--- config.mk ---
export PLATFORM = sky130hd
export DESIGN_NAME = config_frame_loader
export DESIGN_NICKNAME = d
export VERILOG_FILES = /design/src/rtl/cfg_pkg.sv /design/src/rtl/config_en_decoder.sv /design/src/rtl/config_frame_loader.sv
export SDC_FILE = /design/constraint.sdc
export NUM_CORES = 1
export LEC_CHECK = 0
export BUFFER_PORTS_ARGS = -buffer_cell sky130_fd_sc_hd__buf_2
export CORE_MARGIN = 2
export CORE_UTILIZATION = 40
export CTS_CLUSTER_DIAMETER = 60
export CTS_CLUSTER_SIZE = 12
export DETAILED_ROUTE_END_ITERATION = 12
export GPL_TIMING_DRIVEN = 0
export SYNTH_ARGS = -nofsm -noshare
export SYNTH_HDL_FRONTEND = slang
export SYNTH_SLANG_ARGS = --single-unit
--- constraint.sdc ---
create_clock -name clk -period 3.1 [get_ports clk]
set_clock_uncertainty 0.2 [all_clocks]
set_input_delay 0.31 -clock clk [delete_from_list [all_inputs] [get_ports clk]]
set_output_delay 0.31 -clock clk [all_outputs]
set_load 0.01 [all_outputs]
--- src/rtl/cfg_pkg.sv ---
// Shared constants, state encoding and error codes for the configuration frame loader.
package cfg_pkg;

   localparam logic [7:0] SYNC_BYTE = 8'hA5;
   localparam int         FRAME_LEN = 7;
   localparam int         CONFIG_W  = 32;

   typedef enum logic [2:0] {
      S_HUNT   = 3'd0,
      S_ADDR   = 3'd1,
      S_D0     = 3'd2,
      S_D1     = 3'd3,
      S_D2     = 3'd4,
      S_D3     = 3'd5,
      S_CHK    = 3'd6,
      S_COMMIT = 3'd7
   } state_t;

   localparam logic [1:0] ERR_NONE     = 2'd0;
   localparam logic [1:0] ERR_CHECKSUM = 2'd1;
   localparam logic [1:0] ERR_ADDRESS  = 2'd2;
   localparam logic [1:0] ERR_TIMEOUT  = 2'd3;

   // Saturating increment for the 8-bit reject counter.
   function automatic logic [7:0] sat_inc8(input logic [7:0] v);
      return (v == 8'hFF) ? v : v + 8'd1;
   endfunction

endpackage

--- src/rtl/config_en_decoder.sv ---
// Address to one-hot tile write strobe, asserted only while commit is high.
module config_en_decoder #(
   parameter int NUM_TARGETS = 16,
   parameter int ADDR_W      = 8
) (
   input  logic [ADDR_W-1:0]      addr,
   input  logic                   commit,
   output logic [NUM_TARGETS-1:0] en
);

   for (genvar gi = 0; gi < NUM_TARGETS; gi++) begin : g_dec
      assign en[gi] = commit && (addr == ADDR_W'(gi));
   end

endmodule

--- src/rtl/config_frame_loader.sv ---
// Assembles SYNC/ADDR/D0-D3/CHK byte frames into 32-bit config words and
// strobes the addressed tile for one cycle after a frame passes its checks.
module config_frame_loader
   import cfg_pkg::*;
#(
   parameter int NUM_TARGETS = 16,
   parameter int ADDR_W      = 8,
   parameter int TIMEOUT     = 1024
) (
   input  logic                   clk,
   input  logic                   reset,
   input  logic [7:0]             in_data,
   input  logic                   in_valid,
   output logic                   in_ready,
   output logic [CONFIG_W-1:0]    config_data,
   output logic [NUM_TARGETS-1:0] config_en,
   output logic [15:0]            frame_count,
   output logic [7:0]             err_count,
   output logic [1:0]             last_err,
   output logic                   busy
);

   localparam int IDLE_W = $clog2(TIMEOUT + 1);
   localparam logic [ADDR_W:0] NT = (ADDR_W + 1)'(NUM_TARGETS);

   state_t                state_reg, state_next;
   logic [ADDR_W-1:0]     addr_reg, addr_next;
   logic [CONFIG_W-1:0]   word_reg, word_next;
   logic [IDLE_W-1:0]     idle_reg, idle_next;
   logic [CONFIG_W-1:0]   config_data_reg, config_data_next;
   logic [15:0]           frame_count_reg, frame_count_next;
   logic [7:0]            err_count_reg, err_count_next;
   logic [1:0]            last_err_reg, last_err_next;

   logic                  xfer;
   logic                  in_frame;
   logic [7:0]            chk_calc;

   assign in_ready = (state_reg != S_COMMIT);
   assign xfer     = in_valid && in_ready;
   assign in_frame = (state_reg != S_HUNT) && (state_reg != S_COMMIT);
   assign chk_calc = addr_reg ^ word_reg[7:0] ^ word_reg[15:8]
                   ^ word_reg[23:16] ^ word_reg[31:24];

   always_ff @(posedge clk) begin
      if (reset) begin
         state_reg       <= S_HUNT;
         addr_reg        <= '0;
         word_reg        <= '0;
         idle_reg        <= '0;
         config_data_reg <= '0;
         frame_count_reg <= '0;
         err_count_reg   <= '0;
         last_err_reg    <= ERR_NONE;
      end else begin
         state_reg       <= state_next;
         addr_reg        <= addr_next;
         word_reg        <= word_next;
         idle_reg        <= idle_next;
         config_data_reg <= config_data_next;
         frame_count_reg <= frame_count_next;
         err_count_reg   <= err_count_next;
         last_err_reg    <= last_err_next;
      end
   end

   always_comb begin
      state_next       = state_reg;
      addr_next        = addr_reg;
      word_next        = word_reg;
      idle_next        = '0;
      config_data_next = config_data_reg;
      frame_count_next = frame_count_reg;
      err_count_next   = err_count_reg;
      last_err_next    = last_err_reg;

      case (state_reg)
         S_HUNT:   if (xfer && in_data == SYNC_BYTE) state_next = S_ADDR;
         S_ADDR:   if (xfer) begin addr_next = in_data; state_next = S_D0; end
         S_D0:     if (xfer) begin word_next[7:0]   = in_data; state_next = S_D1; end
         S_D1:     if (xfer) begin word_next[15:8]  = in_data; state_next = S_D2; end
         S_D2:     if (xfer) begin word_next[23:16] = in_data; state_next = S_D3; end
         S_D3:     if (xfer) begin word_next[31:24] = in_data; state_next = S_CHK; end
         S_CHK: begin
            if (xfer) begin
               // Checksum failure wins over a bad address.
               if (in_data != chk_calc) begin
                  err_count_next = sat_inc8(err_count_reg);
                  last_err_next  = ERR_CHECKSUM;
                  state_next     = S_HUNT;
               end else if ({1'b0, addr_reg} >= NT) begin
                  err_count_next = sat_inc8(err_count_reg);
                  last_err_next  = ERR_ADDRESS;
                  state_next     = S_HUNT;
               end else begin
                  // Loaded here so the word is on the bus during the strobe cycle.
                  config_data_next = word_reg;
                  frame_count_next = frame_count_reg + 16'd1;
                  last_err_next    = ERR_NONE;
                  state_next       = S_COMMIT;
               end
            end
         end
         S_COMMIT: state_next = S_HUNT;
         default:  state_next = S_HUNT;
      endcase

      if (in_frame && !xfer) begin
         if (idle_reg == IDLE_W'(TIMEOUT - 1)) begin
            err_count_next = sat_inc8(err_count_reg);
            last_err_next  = ERR_TIMEOUT;
            state_next     = S_HUNT;
         end else begin
            idle_next = idle_reg + 1'b1;
         end
      end
   end

   config_en_decoder #(
      .NUM_TARGETS (NUM_TARGETS),
      .ADDR_W      (ADDR_W)
   ) u_decoder (
      .addr   (addr_reg),
      .commit (state_reg == S_COMMIT),
      .en     (config_en)
   );

   assign config_data = config_data_reg;
   assign frame_count = frame_count_reg;
   assign err_count   = err_count_reg;
   assign last_err    = last_err_reg;
   assign busy        = (state_reg != S_HUNT);

endmodule

==> results of run 1 <==
[worst paths after layout]
path	start	end	slack, ns	cells past startpoint
max	addr_reg[1]	config_data[13]	0.36	8
min	in_data[0]	word_reg[8]	0.07	3
max reg2reg	addr_reg[1]	config_data[13]	0.36	8
min reg2reg	idle_reg[10]	idle_reg[10]	0.27	1
[critical path, cell delays in order (launching register included)]
cell and delay, ns:
dfxtp_1 0.47, xor2_1 0.11, xnor3_1 0.41, nand4_2 0.20
nor4_1 0.28, buf_2 0.30, buf_2 0.34, mux2i_1 0.24
nor2_1 0.07
[stage by stage]
stage	hold slack [ns]	cell area, um^2	instances	util, %
5_1_grt	0.07057	6041	856	48.26
3_5_place_dp	0.2572	5731	841	45.78
4_1_cts	0.05844	6041	856	48.26
6_report	0.07156	6041	856	48.26
2_1_floorplan	0.2299	5090	584	-
3_3_place_gp	0.2466	5731	841	45.78
[final cells by class]
type	instances	area, um^2
well taps	172	215.2
flip-flops and latches	112	2242
inverters	6	22.52
clock inverters	4	77.57
plain buffers	29	120.1
multi-input cells	437	2705
repair buffers	85	425.4
fillers	1274	6476
clock buffers	11	232.7
[metal layers]
layer  share of wire [%]  wire length, um  vias to the layer above
met5                   0                0                        -
met4                 1.2              156                        0
met3                 4.0              506                       15
met2                  48             6015                       77
met1                  47             5963                     2063
li1                    -                -                     2193
[where the power goes]
| part | switching (mW) | internal [mW] |
|---|---|---|
| logic | 0.0555 | 0.0243 |
| clock network | 0.524 | 0.711 |
| registers | 0.000183 | 1.44 |
[Yosys cell counts (3+ instances only)]
| master | number | share of area [%] |
|---|---|---|
| o21a_1 | 14 | 2.1 |
| nor3b_1 | 3 | 0.44 |
| nor2b_1 | 10 | 1.2 |
| ha_1 | 3 | 0.74 |
| or4_1 | 3 | 0.44 |
| nand3_1 | 15 | 1.5 |
| dfxtp_1 | 112 | 44 |
| buf_2 | 6 | 0.59 |
| clkbuf_1 | 22 | 1.6 |
| a211oi_1 | 4 | 0.59 |
| mux2_1 | 3 | 0.66 |
| nor4_1 | 5 | 0.61 |
| and3_1 | 8 | 0.98 |
| xor2_1 | 14 | 2.4 |
| mux2i_1 | 42 | 8.3 |
| nand2_1 | 99 | 7.3 |
| and4_1 | 4 | 0.69 |
| and2_1 | 3 | 0.37 |
| xnor2_1 | 19 | 3.3 |
| nand4_1 | 8 | 0.98 |
| o21ai_0 | 5 | 0.49 |
| xnor3_1 | 8 | 3.5 |
| a21oi_1 | 44 | 4.3 |
| o21ai_1 | 3 | 0.29 |
| or3_1 | 7 | 0.86 |
| a31oi_1 | 4 | 0.49 |
| nor4bb_1 | 3 | 0.59 |
| nor3_1 | 8 | 0.79 |
| inv_1 | 6 | 0.44 |
| nor2_1 | 79 | 5.8 |
[kinds of logic (layout without fill, tap and decap cells)]
kind of cell	Yosys count	in the layout	synth area share, %
adders and majority gates	3	3	0.7375
AOI/OAI and AO/OA	82	82	9.710
DFF	112	112	44.05
buffers and inverters	35	135	2.802
muxes	47	47	9.366
xor gates and xnor gates	41	41	9.218
and+or+nand+nor	264	264	24.11
==> out/metrics.csv, run 1 <==
metric,value,unit
crit_type,reg -> reg,
grt_usage,19.26,%
synth_async_sr_flop_share,0,%
worstMarginPinSlew,0.9473,ns
antenna_found_initial,0,
ys_ff_latch,112,
synth-edff-count,0,
avgRoutedWirePerCell,14.77,um
cts_tree,built,
status,finished clean,
clockRootBuffer,clkbuf_16,
drt_pass1_iterations,4,
synth_area,0.005090,mm^2
setup_viol,0,
slew_headroom,36.27,%
grt_pass1_wl,20.24,mm
die_h,116.8,um
period_minus_slack,2.737,ns
worstSetupEndpointType,flop,
timing.fmax,365.4,MHz
initial_core_util,40.66,%
tns,0,ns
diodes,0,
avgViaCountPerCell,5.079,
rsz0062_at_grt,no,
cts_setup_buffers,0,
grt.busiest_layer,met2,
maxSlewViolCount,0,
io_pins,87,
layout_commonest_cell,dfxtp_1,
power,2.753,mW
critPathLaunchType,flop,
crit_required,3.13,ns
met1_usage,24.49,%
rows,41,
grt.met3_usage,5.716,%
syn2layout_area_growth,18.68,%
synth_warnings,0,
hold_buffers,0,
cts-buffers-inserted,9,
grt_max_degree,18,
vias,4348,
hp-class,in -> reg,
first_global_vias,4091,
final_nets,694,
cts_max_level,3,
synth_nets,598,
drt-initial-drc-count,170,
netlist_instances,584,
pre_cts_slack,0.2718,ns
hold_viol_final,0,
drive_above_1_share,16.52,%
cts_repair_resize_count,0,
cts_max_path_buffers,2,
dp_hpwl,9.434,mm
gp_congestion,0.8606,
yosysSeqAreaShare,44.05,%
powerDensity,455.7,mW/mm^2
clkSinkCount,112,
leakagePower,2.419,nW
drc_errors,0,
finalCritPeriodShare,88.28,%
io_buffers,85,
clk_latency,0.36,ns
clk_pin_slew,0.07,ns
ys.flop_type,dfxtp_1,
cp_max_fo,10,
detail-route-antenna-nets,0,
avgSynthCellArea,8.716,um^2
vdd_drop_max,342.3,uV
cap_violations,0,
grt-ovfl-total,0,
setup_slack,0.3633,ns
layout_common_cells,"dfxtp_1 (112), nand2_1 (99), buf_2 (91), nor2_1 (79), a21oi_1 (44)",
use_met2,31.98,%
core,0.01252,mm^2
ys_types,46,
critPathArrivalTime,2.76,ns
die_w,116.8,um
die-area,0.01364,mm^2
routed_wl,12.64,mm
(Power assumes the default switching activity.)
==> inputs of run 2 (changes only) <==
GPL_TIMING_DRIVEN = unset   (was 0)
==> run 2 against run 1 <==
Sequential power barely moved. Via count is 2.1% lower. Critical path depth is 2 lower. Clock-buffer cell count down 1. Highest routed layer unchanged. First-iteration DRC count up 8.8%. Non-clock buffer count fell by 20. Largest cell class unchanged. Routed wire length is 4.1% lower. Maximum frequency down 0.95%. Design area increased by 0.15%. Global-route usage decreased by 0.41 points. Utilization grew 0.070 points. Combinational power decreased by 9.5%.
==> out/metrics.csv, run 2 (synthesis results as in run 1) <==
metric,value,unit,change
clockRootBuffer,clkbuf_16,,
period_minus_slack,2.763,ns,+0.02626 ns
hold_buffers,0,,unchanged
avgViaCountPerCell,5.093,,+0.27%
drive_above_1_share,17.77,%,+1.3 points
diodes,0,,unchanged
core,0.01252,mm^2,unchanged
first_global_vias,4061,,-0.73%
rsz0062_at_grt,no,,
antenna_found_initial,0,,unchanged
vias,4258,,-2.1%
hold-path-cell-count,3,,unchanged
clk_pin_slew,0.07,ns,about the same
cts-buffers-inserted,9,,unchanged
cts_max_path_buffers,2,,unchanged
grt-ovfl-total,0,,unchanged
cp_max_fo,12,,+2
avgRoutedWirePerCell,14.50,um,-1.8%
drt_pass1_iterations,4,,unchanged
critPathArrivalTime,2.84,ns,+0.08 ns
leakagePower,2.431,nW,+0.50%
cts_max_level,3,,unchanged
hold_viol_final,0,,unchanged
vdd_drop_max,284.1,uV,-17%
power,2.834,mW,+3.0%
drt-initial-drc-count,185,,+8.8%
timing.rr.start,state_reg[2],,
seq_power_share,50.7,%,-1.5 points
crit_required,3.18,ns,+0.05 ns
crit_top_cell,nor2b_1,,
p_switching,0.5636,mW,-2.8%
p_clk_share,46.7,%,+1.8 points
layout_commonest_cell,dfxtp_1,,
holdPathEnd,addr_reg[0],,
final_nets,674,,-2.9%
cellInternalPower,2.271,mW,+4.5%
slew_headroom,48.00,%,+12 points
comb_power_share,2.5,%,-0.4 points
cts_tree,built,,
clkSinkCount,112,,unchanged
detail-route-antenna-nets,0,,unchanged
cts_repair_resize_count,0,,unchanged
maxSlewViolCount,0,,unchanged
grt_pass1_wl,19.88,mm,-1.8%
die-area,0.01364,mm^2,unchanged
grt_usage,18.85,%,-0.41 points
cap_violations,0,,unchanged
p_sw_share,19.89,%,-1.2 points
finalCritPeriodShare,89.13,%,+0.85 points
crit_type,reg -> reg,,
die_h,116.8,um,unchanged
dp_hpwl,8.865,mm,-6.0%
die_w,116.8,um,unchanged
r2r_cells,6,,-2
timing.fmax,361.9,MHz,-0.95%
powerDensity,468.5,mW/mm^2,+2.8%
syn2layout_area_growth,18.85,%,
tns,0,ns,unchanged
worstSetupEndpointType,flop,,
n_fill_cell,1234,,-3.1%
r2r_setup_slack,0.34,ns,-0.03 ns
r2r_end,frame_count[11],,
cp_slowest_cell,or4_1,,
clk_latency,0.36,ns,about the same
drc_errors,0,,unchanged
cp_cell_sequence,nor2b_1 > nor2b_1 > nand3_1 > or4_1 > or3_1 > a21oi_1,,
critical-path-max-stage-delay,0.63,ns,+0.16 ns
cts_setup_buffers,0,,unchanged
io_pins,87,,unchanged
rows,41,,unchanged
hold_start,in_data[0],,
routed_wl,12.12,mm,-4.1%
grt_max_degree,57,,+39
setup_viol,0,,unchanged
worstMarginPinSlew,0.7799,ns,-0.1674 ns
hp-class,in -> reg,,
initial_core_util,40.66,%,unchanged
io_buffers,86,,+1.2%
status,finished clean,,
critPathLaunchType,flop,,
layout_common_cells,"dfxtp_1 (112), nand2_1 (99), buf_2 (86), nor2_1 (79), a21oi_1 (44)",,
gp_congestion,0.8371,,-2.7%
-- run 2: cell count changes in the layout (fill, tap and decap cells not counted) --
cell       change
clkbuf_1      -24
clkinv_2       +1
nor4_2         +1
inv_6          -1
bufinv_16      +1
clkbuf_8       +1
buf_12         +2
buf_2          -5
buf_4          +5
nor4_1         -1
-- run 2: area by class of cell --
cell class / count / area (um^2) / share of cell area [%]
Tap cell: 172 / 215.2 / 3.557
Multi-Input combinational cell: 437 / 2711 / 44.82
Sequential cell: 112 / 2242 / 37.06
Clock inverter: 5 / 103.9 / 1.717
Timing Repair Buffer: 94 / 515.5 / 8.521
Clock buffer: 10 / 239.0 / 3.950
Inverter: 6 / 22.52 / 0.3723
-- run 2: worst max path at each step --
| stage | start | endpoint | cells after the start |
|---|---|---|---|
| 2_1_floorplan | addr_reg[1] | frame_count[6] | 7 |
| 3_3_place_gp | in_data[0] | frame_count[11] | 7 |
| 3_5_place_dp | in_data[3] | frame_count[11] | 7 |
| 4_1_cts | addr_reg[1] | frame_count[11] | 6 |
| 5_1_grt | state_reg[2] | frame_count[11] | 6 |
| 6_report | state_reg[2] | frame_count[11] | 6 |
-- run 2: worst max-delay path: cells and delay by family, from the launching register on --
| family | cells | cell delay, ns |
|---|---|---|
| simple gates | 5 | 1.80 |
| flops | 1 | 0.55 |
| compound gates | 1 | 0.15 |
-- run 2: through the flow --
step / area, um^2 / std cells / worst slack (ns) / utilization [%] / hold slack [ns]
4_1_cts: 6050 / 836 / 0.3347 / 48.33 / 0.04077
5_1_grt: 6050 / 836 / 0.1416 / 48.33 / 0.07039
3_3_place_gp: 5707 / 821 / 0.3591 / 45.59 / 0.2454
2_1_floorplan: 5090 / 584 / 0.7260 / - / 0.2299
3_5_place_dp: 5707 / 821 / 0.3074 / 45.59 / 0.2598
6_report: 6050 / 836 / 0.3370 / 48.33 / 0.05864
-- run 2: per-layer routing --
| metal | share of wire (%) | vias up | global-route usage, % |
|---|---|---|---|
| met5 | 0 | - | 0 |
| met3 | 5.2 | 12 | 5.149 |
| met2 | 49 | 93 | 32.49 |
| li1 | - | 2148 | - |
| met4 | 1.3 | 0 | 5.333 |
| met1 | 44 | 2005 | 23.23 |
-- run 2: power groups by stage --
stage / registers, mW / clock network [mW] / logic (mW)
after floorplan: 1.47 / 0 / 0.0438
after detailed placement: 1.47 / 0 / 0.0725
final: 1.44 / 1.32 / 0.0722
after global routing: 1.44 / 1.42 / 0.0791
after CTS: 1.44 / 1.36 / 0.0728
after global placement: 1.47 / 0 / 0.0708
==> inputs of run 3 (changes only) <==
SETUP_SLACK_MARGIN = 0.5   (was unset)
==> run 3 against run 2 <==
Via count increased by 0.54%. Clock power about the same. Power about the same. Utilization increased by 0.51 points. First-iteration DRC count decreased by 6.5%. Flip-flop and latch count unchanged. Non-clock buffer count increased by 2. Maximum frequency increased by 7.2%. Critical endpoint unchanged.
==> out/metrics.csv, run 3 (synthesis results as in run 1) <==
metric,value,unit,change
cp_max_fo,11,,-1
maxSlewViolCount,0,,unchanged
critical-path-max-stage-delay,0.65,ns,+0.02 ns
die_h,116.8,um,unchanged
die_w,116.8,um,unchanged
rows,41,,unchanged
clk_latency,0.36,ns,about the same
antenna_found_initial,0,,unchanged
rsz0062_at_grt,yes,,
n_fill_cell,1229,,-0.41%
tns,0,ns,unchanged
crit_family,simple AND/OR/NAND/NOR gates,,
drt-initial-drc-count,173,,-6.5%
cts-buffers-inserted,9,,unchanged
final_nets,676,,+0.30%
status,finished clean,,
worstSetupEndpointType,flop,,
layout_common_cells,"dfxtp_1 (105), nand2_1 (99), buf_2 (86), nor2_1 (79), a21oi_1 (44)",,
drt_pass1_iterations,4,,unchanged
clockRootBuffer,clkbuf_16,,
setup_viol,0,,unchanged
io_pins,87,,unchanged
routed_wl,12.25,mm,+1.1%
detail-route-antenna-nets,0,,unchanged
syn2layout_area_growth,20.11,%,
cts_max_level,3,,unchanged
placed_cells,821,,unchanged
grt_usage,18.85,%,unchanged
fin_hold_ws,0.05423,ns,-0.004408 ns
cp.buffers_inverters,0,,unchanged
cp_slowest_cell,or4_4,,
vias,4281,,+0.54%
final_cells,838,,+0.24%
gp_congestion,0.8371,,unchanged
drc_errors,0,,unchanged
powerDensity,463.7,mW/mm^2,-1.0%
crit_type,reg -> reg,,
finalCoreUtilization,48.84,%,+0.51 points
avgViaCountPerCell,5.109,,+0.30%
layout_commonest_cell,dfxtp_1,,
cts_max_path_buffers,2,,unchanged
core,0.01252,mm^2,unchanged
first_global_vias,4061,,unchanged
cap_violations,0,,unchanged
grt_max_degree,57,,unchanged
period_minus_slack,2.578,ns,-0.1848 ns
hold_viol_final,0,,unchanged
worstMarginPinSlew,0.8097,ns,+0.02974 ns
diodes,0,,unchanged
drive_above_1_share,20.12,%,+2.3 points
crit_required,3.18,ns,about the same
clkSinkCount,112,,unchanged
initial_core_util,40.66,%,unchanged
die-area,0.01364,mm^2,unchanged
grt-ovfl-total,0,,unchanged
setup_slack,0.5219,ns,+0.1848 ns
dp_hpwl,8.865,mm,unchanged
hold_buffers,0,,unchanged
slew_headroom,45.91,%,-2.1 points
hp-class,in -> reg,,
critPathLaunchType,flop,,
timing.fmax,387.9,MHz,+7.2%
cp_cell_sequence,xor2_1 > xnor3_1 > nand4_2 > or4_4 > or3_1 > a21oi_1,,
pre_cts_slack,0.3074,ns,unchanged
finalCritPeriodShare,83.17,%,-6.0 points
critPathArrivalTime,2.66,ns,-0.18 ns
avgRoutedWirePerCell,14.62,um,+0.82%
vdd_drop_max,281.3,uV,-1.0%
leakagePower,2.446,nW,+0.61%
grt_pass1_wl,19.88,mm,unchanged
io_buffers,86,,unchanged
clk_pin_slew,0.07,ns,about the same
cts_tree,built,,
[run 3: per-stage QoR]
| step | cell area [um^2] | power [mW] |
|---|---|---|
| final | 6113 | 2.835 |
| after global routing | 6113 | 2.940 |
| after CTS | 6066 | 2.867 |
| after detailed placement | 5707 | 1.544 |
| after global placement | 5707 | 1.542 |
| after floorplan | 5090 | 1.515 |
[run 3: power breakdown]
| group | internal, mW | switching, mW | total, mW |
|---|---|---|---|
| registers | 1.44 | 0.000284 | 1.44 |
| clock network | 0.809 | 0.515 | 1.32 |
| logic | 0.0243 | 0.0487 | 0.0730 |
[run 3: metal layers]
layer  global-route usage, %  part of all wire (%)
met5                       0                     0
met4                   5.333                   1.4
met3                   5.149                   4.3
met2                   32.49                    49
met1                   23.23                    46
[run 3: final timing paths]
kind | startpoint | endpoint | slack (ns) | cells past startpoint
min | in_data[4] | addr_reg[4] | 0.05 | 3
max | addr_reg[1] | frame_count[11] | 0.52 | 6
min reg2reg | idle_reg[0] | idle_reg[0] | 0.27 | 1
max reg2reg | addr_reg[1] | frame_count[11] | 0.52 | 6
[run 3: worst min-delay path, cell delays in order]
cell and delay [ns]:
buf_2 0.14, nand2_1 0.07, a21oi_1 0.05
[run 3: repair_timing]
item	in CTS	in global routing
pin swaps	0	2
setup buffers	0	2
resized for setup	4	11
endpoints found under the hold margin	0	0
setup endpoints to repair	13	40
gates cloned	0	0
[run 3: layout make-up]
| class | instances | area, um^2 | area share, % |
|---|---|---|---|
| Timing Repair Buffer | 96 | 534.3 | 8.739 |
| Inverter | 6 | 22.52 | 0.3684 |
| Clock inverter | 5 | 103.9 | 1.699 |
| Tap cell | 172 | 215.2 | 3.520 |
| Sequential cell | 112 | 2251 | 36.82 |
| Multi-Input combinational cell | 437 | 2748 | 44.94 |
| Clock buffer | 10 | 239.0 | 3.909 |
